### src/rtl/psd_mul_add_seq_pkg.sv
// Shared types and sizing for the shift-add multiply-accumulate slice.
// Latency: n/a (types and constants only).
// Backpressure: n/a.
package psd_mul_add_seq_pkg;

    localparam int PSD_WIDTH = 32;

    typedef enum logic [1:0] {
        IDLE = 2'd0,
        RUN  = 2'd1,
        DONE = 2'd2
    } psd_state_t;

    // Counter must hold the value WIDTH itself, hence one bit beyond log2.
    function automatic int psd_cnt_w(input int width);
        return $clog2(width) + 1;
    endfunction

endpackage

### src/rtl/psd_mul_add_seq_if.sv
// Operand/control/result bundle between a driver and the multiply-accumulate block.
// Latency: n/a (wiring only).
// Backpressure: none; start/stop are level-sampled pulses, no ready return path.
interface psd_mul_add_seq_if
    import psd_mul_add_seq_pkg::*;
#(
    parameter int WIDTH = PSD_WIDTH
);
    logic                 start;
    logic                 stop;
    logic [WIDTH-1:0]     multiplicand;
    logic [WIDTH-1:0]     multiplier;
    logic [WIDTH-1:0]     addend;
    logic [2*WIDTH-1:0]   product;
    logic                 busy;

    modport master (
        output start, stop, multiplicand, multiplier, addend,
        input  product, busy
    );

    modport slave (
        input  start, stop, multiplicand, multiplier, addend,
        output product, busy
    );
endinterface

### src/rtl/psd_mul_add_seq_step.sv
// One shift-add iteration: conditionally add mcand into the upper half, then shift right.
// Latency: purely combinational.
// Backpressure: n/a.
module psd_mul_step #(
    parameter int WIDTH = 32
) (
    input  logic [2*WIDTH:0]  acc_cur,
    input  logic [WIDTH-1:0]  mcand,
    output logic [2*WIDTH:0]  acc_nxt
);
    // Upper half is WIDTH+1 bits so the adder carry survives until the shift.
    logic [WIDTH:0] hi_sum;

    assign hi_sum  = acc_cur[0] ? (acc_cur[2*WIDTH:WIDTH] + {1'b0, mcand})
                                : acc_cur[2*WIDTH:WIDTH];

    // Logical right shift of {hi_sum, lo}; the consumed multiplier bit falls off.
    assign acc_nxt = {1'b0, hi_sum, acc_cur[WIDTH-1:1]};

endmodule

### src/rtl/psd_mul_add_seq.sv
// Sequential multiply-accumulate: product = multiplicand*multiplier + addend, one bit per clock.
// Latency: start at edge N -> DONE after edge N+WIDTH; stop on a later edge loads product.
// Backpressure: none; start always (re)loads, stop is ignored while iterating.
module psd_mul_add_seq
    import psd_mul_add_seq_pkg::*;
#(
    parameter int WIDTH = PSD_WIDTH
) (
    input  logic              clock,
    input  logic              reset,
    psd_mul_add_seq_if.slave  bus
);
    localparam int CNT_W = psd_cnt_w(WIDTH);

    psd_state_t          state_q;
    psd_state_t          state_d;
    logic [CNT_W-1:0]    count_q;
    logic [2*WIDTH:0]    acc_q;
    logic [2*WIDTH:0]    acc_step;
    logic [WIDTH-1:0]    mcand_q;
    logic [2*WIDTH-1:0]  product_q;
    logic                last_step;

    assign last_step = (state_q == RUN) && (count_q == CNT_W'(1));

    psd_mul_step #(.WIDTH(WIDTH)) u_step (
        .acc_cur (acc_q),
        .mcand   (mcand_q),
        .acc_nxt (acc_step)
    );

    // State register; reset aborts any operation in flight.
    always_ff @(posedge clock or posedge reset) begin
        if (reset) state_q <= IDLE;
        else       state_q <= state_d;
    end

    // Next state: start wins everywhere (restart), RUN exits on its final step.
    always_comb begin
        state_d = state_q;
        case (state_q)
            IDLE:    if (bus.start) state_d = RUN;
            RUN: begin
                if (bus.start)      state_d = RUN;
                else if (last_step) state_d = DONE;
            end
            DONE:    if (bus.start) state_d = RUN;
            default: state_d = IDLE;
        endcase
    end

    // Output decode: busy mirrors the registered RUN state.
    always_comb begin
        bus.busy = (state_q == RUN);
    end

    // Datapath: load operands on start, otherwise iterate one multiplier bit per RUN cycle.
    always_ff @(posedge clock or posedge reset) begin
        if (reset) begin
            acc_q   <= '0;
            mcand_q <= '0;
            count_q <= '0;
        end else if (bus.start) begin
            acc_q   <= {1'b0, bus.addend, bus.multiplier};
            mcand_q <= bus.multiplicand;
            count_q <= CNT_W'(WIDTH);
        end else if (state_q == RUN) begin
            acc_q   <= acc_step;
            count_q <= count_q - CNT_W'(1);
        end
    end

    // Result register: only stop outside RUN may update it, so partial sums never escape.
    always_ff @(posedge clock or posedge reset) begin
        if (reset)                             product_q <= '0;
        else if (bus.stop && state_q != RUN)   product_q <= acc_q[2*WIDTH-1:0];
    end

    assign bus.product = product_q;

endmodule

### src/flat_wrapper.sv
// flat-port wrapper written by rule: the top's interface ports become plain ports
module psd_mul_add_seq_flat import psd_mul_add_seq_pkg::*;
#(
    parameter int WIDTH = PSD_WIDTH
)
  (clock, reset, bus_start, bus_stop, bus_multiplicand, bus_multiplier, bus_addend, bus_product, bus_busy);
  psd_mul_add_seq_if #(.WIDTH(WIDTH)) bus_i ();
  input  logic clock;
  input  logic reset;
  input wire logic [$bits(bus_i.start)-1:0] bus_start;
  input wire logic [$bits(bus_i.stop)-1:0] bus_stop;
  input wire logic [$bits(bus_i.multiplicand)-1:0] bus_multiplicand;
  input wire logic [$bits(bus_i.multiplier)-1:0] bus_multiplier;
  input wire logic [$bits(bus_i.addend)-1:0] bus_addend;
  output wire logic [$bits(bus_i.product)-1:0] bus_product;
  output wire logic [$bits(bus_i.busy)-1:0] bus_busy;
  assign bus_i.start = bus_start;
  assign bus_i.stop = bus_stop;
  assign bus_i.multiplicand = bus_multiplicand;
  assign bus_i.multiplier = bus_multiplier;
  assign bus_i.addend = bus_addend;
  assign bus_product = bus_i.product;
  assign bus_busy = bus_i.busy;
  psd_mul_add_seq #(.WIDTH(WIDTH)) u_core (.clock(clock), .reset(reset), .bus(bus_i));
endmodule
### config.mk
export PLATFORM = sky130hd
export DESIGN_NAME = psd_mul_add_seq_flat
export DESIGN_NICKNAME = d
export VERILOG_FILES = /design/src/rtl/psd_mul_add_seq_pkg.sv /design/src/rtl/psd_mul_add_seq_if.sv /design/src/rtl/psd_mul_add_seq_step.sv /design/src/rtl/psd_mul_add_seq.sv /design/src/flat_wrapper.sv
export SDC_FILE = /design/constraint.sdc
export NUM_CORES = 1
export LEC_CHECK = 0
export ABC_CLOCK_PERIOD_IN_PS = 8050
export CAP_MARGIN = 20
export CORE_ASPECT_RATIO = 1.2
export CORE_MARGIN = 4
export CORE_UTILIZATION = 45
export DETAILED_ROUTE_END_ITERATION = 16
export PLACE_DENSITY = 0.7
export RECOVER_POWER = 100
export SLEW_MARGIN = 10
export SYNTH_ARGS = -nofsm -noshare
export SYNTH_HDL_FRONTEND = slang
export SYNTH_SLANG_ARGS = --single-unit
### constraint.sdc
create_clock -name clock -period 8.05 [get_ports clock]
set_clock_uncertainty 0.1 [all_clocks]
set_input_delay 1.2075 -clock clock [delete_from_list [all_inputs] [get_ports clock]]
set_output_delay 1.2075 -clock clock [all_outputs]
set_load 0.03 [all_outputs]
==> results of run 1 <==
[how the worst max path moves through the flow]
| stage | depth (start not counted) | start | to | slack (ns) |
|---|---|---|---|---|
| after floorplan | 1 | reset | u_core.acc_q[0] | 2.20 |
| after global placement | 7 | bus_start | u_core.acc_q[61] | 4.28 |
| after detailed placement | 7 | bus_start | u_core.acc_q[61] | 4.23 |
| after CTS | 4 | u_core.state_q[1] | bus_busy | 4.39 |
| after global routing | 7 | bus_start | u_core.acc_q[61] | 2.84 |
| final | 4 | u_core.state_q[1] | bus_busy | 3.16 |
[where the power goes]
part,switching (uW),internal [uW],total [uW]
clock,391,414,805
combinational,1410,1050,2450
sequential,233,1160,1390
[flip-flops by register name (all words and copies together), names as in the netlist]
name and flops:
u_core.acc_q 64, u_core.bus.product 64, u_core.mcand_q 32, u_core.count_q 6, u_core.state_q 2
[area by class of cell]
| class | instances | share of cell area (%) |
|---|---|---|
| Multi-Input combinational cell | 624 | 39.1 |
| Sequential cell | 168 | 37.5 |
| Timing Repair Buffer | 173 | 15.1 |
| Clock buffer | 17 | 3.79 |
| Tap cell | 261 | 2.91 |
| Clock inverter | 15 | 1.37 |
| Inverter | 9 | 0.312 |
[kinds of logic (layout without fill, tap and decap cells)]
group	Yosys count	count (layout)	share of synthesized area, %
mux	133	133	16.4
fa+ha+maj	35	35	5.02
flops	168	168	47.4
buf+inv	61	214	3.16
compound gates	210	210	13.8
xor+xnor	31	31	3.06
simple gates	215	215	11.2
[metrics by stage]
stage               setup slack (ns)  util, %  power, uW  cells  hold slack (ns)
finish                          3.16     57.6       4650   1267            0.376
global route                    2.84     57.6       4990   1267            0.399
CTS                             4.39     57.7       4740   1267            0.376
detailed placement              4.23     54.8       3910   1235            0.367
global placement                4.28     54.7       3880   1234            0.351
floorplan                       2.20        -       3170    853            0.338
[worst reg2reg max path, stage by stage, from the launching register on]
cell and delay [ns]:
dfrtp_1 0.39, nand2b_1 0.52, nand2_1 0.95, clkbuf_1 1.86
mux2_2 0.51
[per-layer routing]
metal  up-vias  track usage, %
met5         -               0
met4         0            6.23
met3        25            5.61
met2       195            33.3
met1      3403            26.8
li1       3345               -
[placed cells by master (no fill, tap or decap), types with 34 or more instances in the layout]
master / n
nand2_1: 80
nor3_1: 39
dlygate4sd3_1: 67
clkdlybuf4s50_1: 96
nor2_1: 51
a21oi_1: 91
o21ai_0: 67
ha_1: 34
mux2i_1: 38
dfrtp_1: 168
mux2_2: 95
==> impl_summary.txt, run 1 <==
----------------------------------------------------
[Status]
  Run status ... finished with violations
  Violations in the final reports ... max-capacitance violations, max-slew violations

[Power]
  Maximum vdd ir drop ... 0.192 mV
  PwrDens ... 414 mW/mm^2
  Leakage Power ... 0.00495 uW

[Setup path]
  Kind of cell adding the most delay to the critical path ... buffers and inverters
  Crit Reg-Reg Startpoint ... u_core.state_q[1]
  Endpoint of the worst register-to-register path ... u_core.bus.product[21]
  Depth of the worst register-to-register path ... 4
  Series of cell instances along the critical path ... nand2b_1 > clkbuf_1 > clkinv_1 > dlygate4sd3_1
  Critical Path Slowest Stage Cell ... clkbuf_1
  CP bufs+invs ... 3
  Register-to-register setup slack ... 3.61 ns
  Slowest Stage Delay on Critical Path ... 1.09 ns
  CP Capture Type ... output pin
  CP Data Required Time ... 6.74 ns
  Kind of start point of the critical path ... flop
  Arrival time of the worst setup path ... 3.58 ns
  Crit Path Max Fanout ... 28
  Crit Path Category ... flop to output pin

[Clock tree]
  Clock sink count ... 168
  Insertion delay to the later sink of the worst-skew pair ... 0.44 ns
  Clock tree from TritonCTS ... built
  Number of clock buffers inserted by TritonCTS ... 17
  Number of levels in the clock H-tree ... 4
  Setup bufs post-CTS ... 0
  Post-CTS clock slew at the launch and capture registers of the worst setup and hold paths ... 0.07 ns
  Maximum buffer depth of the clock tree ... 2
  Post-cts hold buffer count ... 0
  Post-cts sizing count ... 0
  Root buffer cell ... clkbuf_16

[Final layout]
  Layout filler cell count ... 1,763
  Growth of design area from synthesis to finish ... 26.5%
  Number of antenna repair diodes ... 0
  Fin nets ... 1,128
  Post-layout instance area ... 0.0112 sq mm
  Sequential cell area ... 0.00420 sq mm
  Share of final-layout standard cells stronger than drive strength 1 ... 14.5%
  Multi-input gate area ... 0.00438 sq mm

[Die]
  Floorplan die area ... 0.0220 sq mm
  Placement row count ... 56
  Top-level I/O count ... 165
  DIE HEIGHT ... 162 um
  Effective utilization at floorplan ... 45.5%
  Placeable core region ... 0.0195 sq mm
  Die X ... 136 um

[Yosys]
  Synthesized area per cell ... 10.4 sq um
  Top cell type by total area after synthesis ... dfrtp_1
  Fraction of synthesized cell area taken by the top area cell type ... 47.4%
  Number of storage elements in the synthesis netlist ... 168
  Number of synthesized flops with an enable pin ... 0
  Number of warnings issued by yosys ... 0
  Sequential-to-total area share from yosys stat ... 47.4%
  Async set or reset register ratio after synthesis ... 100%
  Area contributors post-synth ... dfrtp_1, mux2_2, a21oi_1
  Synthesized Nets ... 988
  Most numerous cell types in the synthesized netlist ... dfrtp_1, mux2_2, a21oi_1
  Gate Count Post-Synth ... 853
  Primary flip-flop cell chosen by synthesis mapping ... dfrtp_1
  Most common cell in the netlist ... dfrtp_1
  Mapped cell area ... 0.00887 sq mm
  Number of distinct library cells after synthesis ... 65

[Placed design]
  Count of port buffers added during placement ... 164
  Routability-driven placement congestion ratio ... 0.872
  DPL Wire Length ... 15.3 mm
  Instance area after placement ... 0.0107 sq mm

[Detailed routing]
  Vias after detailed routing ... 6,968
  Count of nets left with antenna violations after detail routing ... 0
  Count of TritonRoute iterations in the first routing pass ... 6
  WL final ... 21.9 mm
  Length of routed wiring on met1 ... 9.72 mm
  Wirelength per Cell ... 17.3 um
  DR DRC count ... 0
  Vias/cell ... 5.50
  Total length of routed met3 wires ... 1.37 mm
  Number of DRC violations after detailed-routing iteration 0 ... 548
  Met2 wire length ... 10.5 mm
  Top routing layer in use ... met4

[Global routing]
  Number of global-route vias before repair ... 7,112
  Maximum number of pins on one net before global-route repair ... 76
  Total routing usage reported by global routing ... 20.5%
  Total congestion overflow after global routing ... 0
  Wire length of the first global-routing pass ... 36.0 mm
  Number of antenna violations at the first check in global routing ... 0

[Hold path]
  Worst Hold Endpoint ... u_core.state_q[0]
  Hold Path Class ... flop to flop
  Hold Startpoint ... u_core.state_q[1]
  Number of instances on the worst hold path ... 1

[Timing]
  Summed negative setup slack over all endpoints ... 0 ns
  Headroom to the max-slew limit ... -124%
  Number of max-slew violations in the final report ... 180
  Number of hold violations in the final report ... 0
  Slew @ Worst Pin ... 3.34 ns
  Share of the cycle needed by the critical path after routing ... 60.8%
  Clock period minus final worst setup slack ... 4.89 ns
  Achievable Freq ... 0.204 GHz
  Setup violation total in the final timing report ... 0
  Unrepaired setup endpoints after global routing ... no

[Job]
  Max-capacitance violation count ... 3

----------------------------------------------------
(Power assumes the default switching activity.)
==> run 2, diff against run 1 <==
Settings changed: ABC_CLOCK_PERIOD_IN_PS 8050 to 4200, PLACE_DENSITY 0.7 to 0.73.
Clock period 8.05 ns to 4.2 ns, I/O delays scaled along.
==> run 2 against run 1 <==
Net effect: the flow still finishes with violations (max-capacitance violations, max-slew violations); die area is the same; total power grew 91%; final cell count is essentially flat; worst hold slack gained 0.0020 ns; clock power grew 84%; combinational power grew 92%; non-clock buffer count shrank 1; flip-flop and latch count is the same; largest cell class unchanged; global-route usage shrank 0.57 points; wire length shrank 1.4%.
==> impl_summary.txt, run 2 (synthesis results as in run 1) <==
----------------------------------------------------
[Status]
  Run status ... finished with violations
  Violations in the final reports ... max-capacitance violations, max-slew violations

[Timing]
  Unrepaired setup endpoints after global routing ... no
  Achievable Freq ... 0.305 GHz
  Headroom to the max-slew limit ... -54.1% (+70 points)
  Number of hold violations in the final report ... 0 (unchanged)
  Clock period minus final worst setup slack ... 3.28 ns
  Summed negative setup slack over all endpoints ... 0 ns (unchanged)
  Post-route worst hold slack ... 0.378 ns (+0.00204 ns)
  Setup violation total in the final timing report ... 0 (unchanged)
  Share of the cycle needed by the critical path after routing ... 78.1%
  Slew @ Worst Pin ... 2.31 ns (-1.03 ns)
  Number of max-slew violations in the final report ... 348 (+93%)
  Post-layout worst setup margin ... 0.920 ns (-2.24 ns)

[Power]
  Clock power share ... 16.7% (-0.6 points)
  Maximum vdd ir drop ... 0.425 mV (+120%)
  Total power ... 8860 uW (+91%)
  Cell-internal power ... 5030 uW (+92%)
  Net switching share of the total power ... 43.2% (-0.40 points)
  Part of the total power dissipated in sequential elements ... 30.2% (+0.2 points)
  PwrDens ... 791 mW/mm^2 (+91%)
  Net switching power of the design ... 3830 uW (+89%)
  Comb power frac ... 53.1% (+0.4 points)
  Leakage Power ... 0.00495 uW (about the same)

[Job]
  Max-capacitance violation count ... 4 (+1)

[Detailed routing]
  WL final ... 21.6 mm (-1.4%)
  Vias/cell ... 5.51 (+0.11%)
  DR DRC count ... 0 (unchanged)
  Count of TritonRoute iterations in the first routing pass ... 5 (-1)
  Wirelength per Cell ... 17.1 um (-1.3%)
  Vias after detailed routing ... 6,970 (+0.029%)
  Count of nets left with antenna violations after detail routing ... 0 (unchanged)
  Number of DRC violations after detailed-routing iteration 0 ... 442 (-19%)

[Clock tree]
  Post-cts hold buffer count ... 0 (unchanged)
  Post-CTS clock slew at the launch and capture registers of the worst setup and hold paths ... 0.07 ns (about the same)
  Insertion delay to the later sink of the worst-skew pair ... 0.43 ns (about the same)
  Number of levels in the clock H-tree ... 4 (unchanged)
  Maximum buffer depth of the clock tree ... 2 (unchanged)
  Clock sink count ... 168 (unchanged)
  Clock tree from TritonCTS ... built
  Post-cts sizing count ... 0 (unchanged)
  Setup bufs post-CTS ... 0 (unchanged)
  Number of clock buffers inserted by TritonCTS ... 17 (unchanged)
  Root buffer cell ... clkbuf_16

[Global routing]
  Maximum number of pins on one net before global-route repair ... 169 (+120%)
  Wire length of the first global-routing pass ... 35.3 mm (-2.1%)
  Number of antenna violations at the first check in global routing ... 0 (unchanged)
  Total routing usage reported by global routing ... 19.9% (-0.57 points)
  Total congestion overflow after global routing ... 0 (unchanged)
  Number of global-route vias before repair ... 7,048 (-0.90%)

[Final layout]
  Fin nets ... 1,127 (-0.089%)
  Post-layout instance area ... 0.0112 sq mm (-0.13%)
  Number of antenna repair diodes ... 0 (unchanged)
  Commonest non-fill, non-tap cell in the layout ... dfrtp_1
  Share of final-layout standard cells stronger than drive strength 1 ... 14.7% (+0.21 points)
  Highest-count cells in the layout ignoring fill and taps ... dfrtp_1, clkdlybuf4s50_1, mux2_2
  Growth of design area from synthesis to finish ... 26.4%

[Setup path]
  Kind of start point of the critical path ... flop
  Crit Path Max Fanout ... 55 (+96%)
  CP Data Required Time ... 4.46 ns (-2.28 ns)
  CP Capture Type ... flop
  Arrival time of the worst setup path ... 3.54 ns (-0.04 ns)
  Series of cell instances along the critical path ... nand2b_2 > inv_2 > clkbuf_2 > o211ai_1 > a21oi_1 > a21oi_1 > a21oi_1
  Critical Path Slowest Stage Cell ... clkbuf_2
  Slowest Stage Delay on Critical Path ... 1.22 ns (+0.13 ns)
  Crit Path Category ... flop to flop
  Most common cell on crit path ... a21oi_1

[Die]
  Die X ... 136 um (unchanged)
  Effective utilization at floorplan ... 45.5% (unchanged)
  Floorplan die area ... 0.0220 sq mm (unchanged)
  Top-level I/O count ... 165 (unchanged)
  Placeable core region ... 0.0195 sq mm (unchanged)
  Placement row count ... 56 (unchanged)
  DIE HEIGHT ... 162 um (unchanged)

[Placed design]
  DPL Wire Length ... 14.9 mm (-2.3%)
  Instance area after placement ... 0.0107 sq mm (+0.12%)
  Worst Setup Slack post-DPL ... 1.10 ns (-3.14 ns)
  Count of port buffers added during placement ... 164 (unchanged)
  Routability-driven placement congestion ratio ... 0.909 (+4.3%)

[Hold path]
  Hold Path Class ... flop to flop

----------------------------------------------------
## run 2: stage by stage
stage / utilization (%) / std cells
after floorplan: - / 853
after global placement: 54.8 / 1234
after detailed placement: 54.8 / 1234
after CTS: 57.7 / 1266
after global routing: 57.5 / 1266
final: 57.5 / 1266
## run 2: final cells by class
type	instances	area, sq um
fill	1750	8270
tap	261	327
inverter	9	37.5
timing repair buffer	172	1700
clock inverter	13	109
multi-input combinational	624	4390
sequential	168	4200
clock buffer	19	443
## run 2: metal layers
metal	global-route usage (%)	vias up	share of wire [%]
met5	0	-	0
met4	6.10	0	1.5
met3	5.20	28	5.9
met2	32.5	187	49
met1	26.1	3414	44
li1	-	3341	-
## run 2: path summary, 6_finish.rpt
check	start	end	slack [ns]	depth (start not counted)
worst max-delay path	u_core.state_q[1]	u_core.acc_q[63]	0.92	7
worst min-delay path	u_core.state_q[1]	u_core.state_q[0]	0.38	1
worst max register to register	u_core.state_q[1]	u_core.acc_q[63]	0.92	7
worst min register to register	u_core.state_q[1]	u_core.state_q[0]	0.38	1
max in group asynchronous	reset	u_core.bus.product[1]	1.09	3
min in group asynchronous	reset	u_core.acc_q[35]	1.37	3
## run 2: worst max-delay path: cells and delay by family, from the launching register on
family,cells,cell delay [ns]
AO/OA/AOI/OAI,4,0.62
buffers and inverters,2,1.60
AND/OR/NAND/NOR,1,0.47
flip-flops,1,0.39
## run 2: power groups by stage
stage,Clock [uW],Combinational [uW],Sequential (uW)
6_report,1480,4710,2670
3_3_place_gp,0,4740,2700
2_1_floorplan,0,2890,3180
5_1_grt,1580,5150,2780
3_5_place_dp,0,4790,2710
4_1_cts,1520,4830,2690
